### src/rtl/iir_cascade.sv
// iir_cascade: STAGES first-order shift-coefficient IIR low-pass sections in
// cascade, sharing one subtract/shift/add datapath, one stage per clock.
// Optional build macro: IIR_CASCADE_ROUND_EN selects round-half-up on the
// stage delta instead of a truncating arithmetic shift.
//
// state | meaning
// IDLE  | waiting for once; sample and coefficients captured on accept
// RUN   | updating stage idx this cycle; last stage loads out and pulses done
module iir_cascade #(
  parameter int DATAWIDTH = 16,
  parameter int STAGES    = 2,
  parameter int SHIFTW    = 4
) (
  input  logic                        clk,
  input  logic                        rst,
  input  logic                        once,
  input  logic                        clear,
  input  logic signed [DATAWIDTH-1:0] in,
  input  logic [STAGES*SHIFTW-1:0]    coef,
  output logic                        busy,
  output logic                        done,
  output logic                        overrun,
  output logic signed [DATAWIDTH-1:0] out
);

  localparam int IDXW = (STAGES > 1) ? $clog2(STAGES) : 1;
  localparam logic [IDXW-1:0] LAST = IDXW'(STAGES - 1);

  typedef enum logic {IDLE, RUN} state_t;

  state_t                      state;
  logic [IDXW-1:0]             idx;
  logic signed [DATAWIDTH-1:0] x_reg;
  logic [STAGES*SHIFTW-1:0]    coef_reg;
  logic signed [DATAWIDTH-1:0] y [STAGES];

  logic signed [DATAWIDTH-1:0] xs;
  logic signed [DATAWIDTH-1:0] ys;
  logic [SHIFTW-1:0]           ks;
  logic signed [DATAWIDTH-1:0] x_cand;
  logic signed [DATAWIDTH+1:0] diff_ext;
  logic signed [DATAWIDTH+1:0] delta_ext;
  logic signed [DATAWIDTH-1:0] y_new;
  logic                        unused_delta_msbs;

  // Select the active stage operands and compute its next state.
  // diff is kept two bits wider than the data so the rounding bias cannot wrap.
  always_comb begin
    xs        = x_reg;
    ys        = '0;
    ks        = '0;
    x_cand    = x_reg;
    for (int s = 0; s < STAGES; s++) begin
      if (idx == IDXW'(s)) begin
        xs = x_cand;
        ys = y[s];
        ks = coef_reg[s*SHIFTW +: SHIFTW];
      end
      x_cand = y[s];
    end
    diff_ext = {xs[DATAWIDTH-1], xs[DATAWIDTH-1], xs}
             - {ys[DATAWIDTH-1], ys[DATAWIDTH-1], ys};
`ifdef IIR_CASCADE_ROUND_EN
    if (ks != '0) begin
      diff_ext = diff_ext + ((DATAWIDTH+2)'(1) << (ks - SHIFTW'(1)));
    end
`else
`endif
    delta_ext = diff_ext >>> ks;
    // The result lies between y[s] and x_s, so dropping the upper bits is exact.
    y_new     = ys + delta_ext[DATAWIDTH-1:0];
  end

  assign unused_delta_msbs = ^delta_ext[DATAWIDTH+1:DATAWIDTH];

  // Sequencer, stage state registers and registered outputs.
  always_ff @(posedge clk or negedge rst) begin
    if (!rst) begin
      state    <= IDLE;
      idx      <= '0;
      x_reg    <= '0;
      coef_reg <= '0;
      out      <= '0;
      busy     <= 1'b0;
      done     <= 1'b0;
      overrun  <= 1'b0;
      for (int s = 0; s < STAGES; s++) y[s] <= '0;
    end else begin
      done    <= 1'b0;
      overrun <= (state == RUN) && once;
      if (clear) begin
        for (int s = 0; s < STAGES; s++) y[s] <= '0;
        state <= IDLE;
        idx   <= '0;
        busy  <= 1'b0;
      end else begin
        case (state)
          IDLE: begin
            if (once) begin
              x_reg    <= in;
              coef_reg <= coef;
              idx      <= '0;
              busy     <= 1'b1;
              state    <= RUN;
            end
          end
          RUN: begin
            for (int s = 0; s < STAGES; s++) begin
              if (idx == IDXW'(s)) y[s] <= y_new;
            end
            if (idx == LAST) begin
              out   <= y_new;
              done  <= 1'b1;
              busy  <= 1'b0;
              idx   <= '0;
              state <= IDLE;
            end else begin
              idx <= idx + 1'b1;
            end
          end
          default: state <= IDLE;
        endcase
      end
    end
  end

endmodule

### config.mk
export PLATFORM = sky130hd
export DESIGN_NAME = iir_cascade
export DESIGN_NICKNAME = d
export VERILOG_FILES = /design/src/rtl/iir_cascade.sv
export SDC_FILE = /design/constraint.sdc
export NUM_CORES = 1
export LEC_CHECK = 0
export ABC_AREA = 1
export BUFFER_PORTS_ARGS = -buffer_cell sky130_fd_sc_hd__buf_2
export CORE_UTILIZATION = 40
export DETAILED_ROUTE_END_ITERATION = 8
export PLACE_DENSITY = 0.62
export SYNTH_ARGS = -nofsm -noshare
export SYNTH_HDL_FRONTEND = slang
export SYNTH_SLANG_ARGS = --single-unit
### constraint.sdc
create_clock -name clk -period 8.5 [get_ports clk]
set_input_delay 0.85 -clock clk [delete_from_list [all_inputs] [get_ports clk]]
set_output_delay 0.85 -clock clk [all_outputs]
set_load 0.03 [all_outputs]
After elaboration in Yosys (flattened, before gate mapping)
Index checks and enable logic that the tools add are counted.
- shift operators: 1
- reduce and logical (&&, ||, !) cells: 8
- bitwise logic cells: 2
- mux-type cells: 22
- equality and inequality tests: 3
- add/subtract/negate cells: 3
- operator list (kind ; number):
    $mux 16 ; 4
    $mux 32 ; 2
    $sshr 17x4->16 ; 1
    $sub 16x16->17 ; 1
    $add 16x16->16 ; 1
    $mux 1 ; 12
    $pmux 1 s2 ; 3
    $reduce_and 2->1 ; 3
    $reduce_and 3->1 ; 2
    $mux 4 ; 1
    $reduce_bool 2->1 ; 2
    $ne 3x2->1 const B ; 1
    $ne 3x3->1 const B ; 1
    $ne 2x2->1 const B ; 1
    $not 1->1 ; 2
    $add 1x1->1 const B ; 1
    $logic_and 1x1->1 ; 1
- bits of input ports: 28
- flip-flop bits (word level): 77

Depth between registers and ports, before layout
- word-level depth: 7
- mapped depth: 40

Worst setup path after synthesis
OpenSTA, ideal clock, no wires.
- kind: flip-flop to flip-flop
- start: register idx
- end: register y, in the netlist x_cand[12]
- clock period less this slack: 4.843 ns
- library setup time: 0.131 ns
- cell stages (with the launch flop): 38
- buffers on the path: 3
- slack: 3.657 ns
- arrival time: 4.712 ns
- cell sequence: dfrtp_1 > buf_2 > clkbuf_1 > clkbuf_1 > o21ai_0 > ha_1 > fa_1 > inv_1 > nand2_1 > nand2_1 > nand3_1 > nand2_2 > a21boi_2 > o21bai_2 > nand2_1 > nand3_1 > nand3_1 > nand3_1 > [... 2 more ...] > nand2_1 > o21ai_0 > ha_1 > inv_1 > fa_1 > o21ai_1 > nand2_1 > nand2_1 > a21o_1 > nand2_1 > nand2_1 > nand2_1 > a21oi_2 > nand3_1 > nand2_1 > nand2_1 > nand3_1 > o21ai_0
- cells in the longest elaborated chain, start to end: 7
- elaborated cells on any way between the ends: 11
- RTL lines (item ; line ; text):
    start, declared ; 32 ; logic [IDXW-1:0] idx;
    start signal, assigned ; 118 ; idx <= idx + 1'b1;
    $mux 16 ; 54 ; if (idx == IDXW'(s)) begin
    $sub 16x16->17 ; 62 ; - {ys[DATAWIDTH-1], ys[DATAWIDTH-1], ys};
    $sshr 17x4->16 ; 69 ; delta_ext = diff_ext >>> ks;
    $add 16x16->16 ; 71 ; y_new = ys + delta_ext[DATAWIDTH-1:0];
    $mux 16 ; 109 ; if (idx == IDXW'(s)) y[s] <= y_new;
    $mux 32 ; 97 ; case (state)
    $mux 32 ; 91 ; if (clear) begin
    end signal, assigned by index ; 109 ;
    end, declared ; 35 ; logic signed [DATAWIDTH-1:0] y [STAGES];
Parallel ways exist; a longest one is shown, timed or not. The select of a mux whose other input is x is not followed.
A chain may end at the register's enable or synchronous reset.

Worst setup path after layout
Same ends and word-level chain as after synthesis.

==> out/metrics.csv <==
metric,value,unit
outcome,"complete, no violations",
number of filler cells placed in the layout,1391,
fraction of power consumed by sequential logic,18.6,%
starting utilization of the core area,41.3,%
post-synthesis async set-or-reset flop share,100,%
routed vias/inst,5.15,
"Max stage delay cell, worst path",inv_1,
"Reg clk slew, reported paths",0.06,ns
antenna-violating nets left,0,
minimum setup slack after placement,3.15,ns
die area,0.0142,sq mm
CP Data Arrival Time,5.67,ns
startpoint types,register,
worst-skew pair later-pin latency,0.34,ns
clk_skew,0.00602,ns
GRT Overall Usage,20.7,%
Congestion Overflow GR,0,
Final min period,5.47,ns
Power Density,450,mW/mm^2
number of buffers created by CTS,9,
maximum clock frequency,183,MHz
H-Tree Depth,3,
data required time of the critical path,8.70,ns
max_cap viols,0,
"EDFF count, synth",0,
power share of the clock group,14.8,%
Final Worst Setup Slack,3.03,ns
via count of the first global-routing pass,4798,
Post-route DRC,0,
count of nets after finishing,849,
1st-iter DRT viols,302,
root buffer cell,clkbuf_16,
nets in the synthesized netlist,810,
die height,119,um
cell occurring most often along the worst timing path,nand2_1,
portion of the post-synthesis area used by sequential elements,35.0,%
overall power of the completed layout,2.81,mW
placeable core region,0.0133,sq mm
wire length of the first global-routing pass,23500,um
leakage power,3.30,nW
maximum number of pins on one net before global-route repair,78,
total negative setup slack,0,ns
CTS tree,yes,
antenna diode count,0,
maximum vdd drop,0.199,mV
Final Hold Viols,0,
class of the worst hold path,register to register,
CP Max Fanout,30,
Port-buffer cells,46,
per-instance average area after synthesis,7.35,sq um
vias after detailed routing,4983,
warning count from the yosys run,0,
fraction of the cycle the final worst path needs,64.4,%
wire length per cell,14.3,um
internal power component,1.39,mW
Setup Viol. Count Final,0,
hold slack,0.470,ns
switching power as a share of total power,50.4,%
fraction of layout cells with a size suffix above 1,16.5,%
power share of the combinational group,66.6,%
number of buffers inserted by hold repair at cts,0,
slew at the pin closest to its max-slew limit,0.964,ns
NetSw,1.41,mW
unique cell type count in the Yosys netlist,43,
buffer count from post-CTS setup fixing,0,
synthesis-stage register bit count,77,
summed instance area of the synthesized netlist,0.00551,sq mm
relative max-transition margin,35.7,%
# clock sinks,77,
antenna violations before repair,0,
number of placement rows,42,
total of cells resized after clock tree synthesis,0,
count of mapped cells out of synthesis,749,
drt first pass iters,5,
Bufs on Longest Clock Path,2,
most common flop cell mapped by yosys,dfrtp_1,
area added between synthesis and finish,13.1,%
GPL Wtd Cong,0.908,
delay of the slowest cell on the worst path,0.67,ns
top-level I/O count,47,
max-slew violations,0,
half-perimeter wire length of the detailed placement result,10400,um
setup repair after global routing missed its margin,false,
horizontal extent of the die,119,um
worst setup path class,register to register,
sum of routed wire length over all layers,13900,um
Worst Setup End Kind,register,
==> cell usage after synthesis, types with 4 or more instances <==
cell type	count	area share, %
dfrtp_1	77	35
inv_1	92	6.3
a21oi_1	33	3.0
o21ai_0	68	6.2
or2_2	11	1.2
ha_1	31	7.0
o22ai_1	4	0.45
nand3_1	51	4.6
mux2_2	23	4.7
nand3_2	6	1.1
clkbuf_1	18	1.2
nor2_1	22	1.5
o21ai_1	4	0.36
xnor2_1	10	1.6
nand2_2	13	1.5
xor2_1	11	1.7
nand2_1	228	16
nor3_1	5	0.45
==> power groups by stage <==
stage | combinational, mW | clock (mW) | sequential (mW)
floorplan | 1.37 | 0 | 0.591
CTS | 1.86 | 0.423 | 0.521
finish | 1.87 | 0.416 | 0.521
global placement | 1.85 | 0 | 0.524
detailed placement | 1.84 | 0 | 0.526
global route | 2.11 | 0.435 | 0.533
==> cells by family (layout without fill, tap and decap cells) <==
group	Yosys count	after routing	share of synthesized area [%]
buffers and inverters	117	160	8.11
DFF	77	77	35.0
muxes	25	25	5.07
adders and majority gates	33	33	7.77
AOI/OAI and AO/OA	133	133	14.0
xor gates and xnor gates	21	21	3.34
and+or+nand+nor	343	343	26.8
==> layer usage <==
metal	global-route usage (%)	part of all wire (%)
met5	0	0
met4	6.02	0.97
met3	3.64	4.9
met2	31.4	44
met1	30.2	50
==> layout by cell type (no fill, tap or decap), drive strengths merged, types with 2 or more instances in the layout <==
cell	netlist	layout
a32o	3	3
clkinv	0	2
a21o	2	2
nand3	57	57
o21ai	75	75
clkbuf	18	10
xnor2	10	10
fa	2	2
nor3	5	5
a31oi	3	3
or2	14	14
o211ai	3	3
inv	94	94
o31ai	2	2
mux2i	2	2
o22ai	4	4
mux2	23	23
o21bai	3	3
bufinv	0	2
dfrtp	77	77
ha	31	31
xor2	11	11
nor2	23	23
buf	5	51
a21oi	35	35
nand2	241	241
==> path summary, 6_finish.rpt <==
path,endpoint,cells past startpoint,slack [ns],start
max,x_cand[12]$_DFFE_PN0P_,34,3.03,idx$_DFFE_PN0P_
min,out[0]$_DFFE_PN0P_,2,0.47,out[0]$_DFFE_PN0P_
max reg2reg,x_cand[12]$_DFFE_PN0P_,34,3.03,idx$_DFFE_PN0P_
min reg2reg,out[0]$_DFFE_PN0P_,2,0.47,out[0]$_DFFE_PN0P_
max in group asynchronous,coef_reg[4]$_DFFE_PN0P_,1,7.21,rst
min in group asynchronous,x_reg[15]$_DFFE_PN0P_,1,0.64,rst
==> layout make-up <==
class	count	area [sq um]	share of cell area [%]
inverter	94	353	5.66
tap	176	220	3.54
sequential	77	1930	30.9
multi-input combinational	555	3130	50.3
clock inverter	5	85.1	1.37
clock buffer	10	239	3.84
timing repair buffer	51	270	4.34
==> worst max-delay path: cells and delay by family (launching register included) <==
kind	cells	cell delay (ns)
AO/OA/AOI/OAI	9	1.47
adder cells (fa/ha/maj)	3	1.07
buffers and inverters	2	0.73
flip-flops	1	0.38
AND/OR/NAND/NOR	20	1.68
==> stage by stage <==
step,area [sq um],util [%],instances
global route,6230,46.7,968
floorplan,5510,-,749
finish,6230,46.7,968
detailed placement,5900,44.2,953
global placement,5900,44.2,953
CTS,6230,46.7,968
Power figures use the tool's default switching activity.
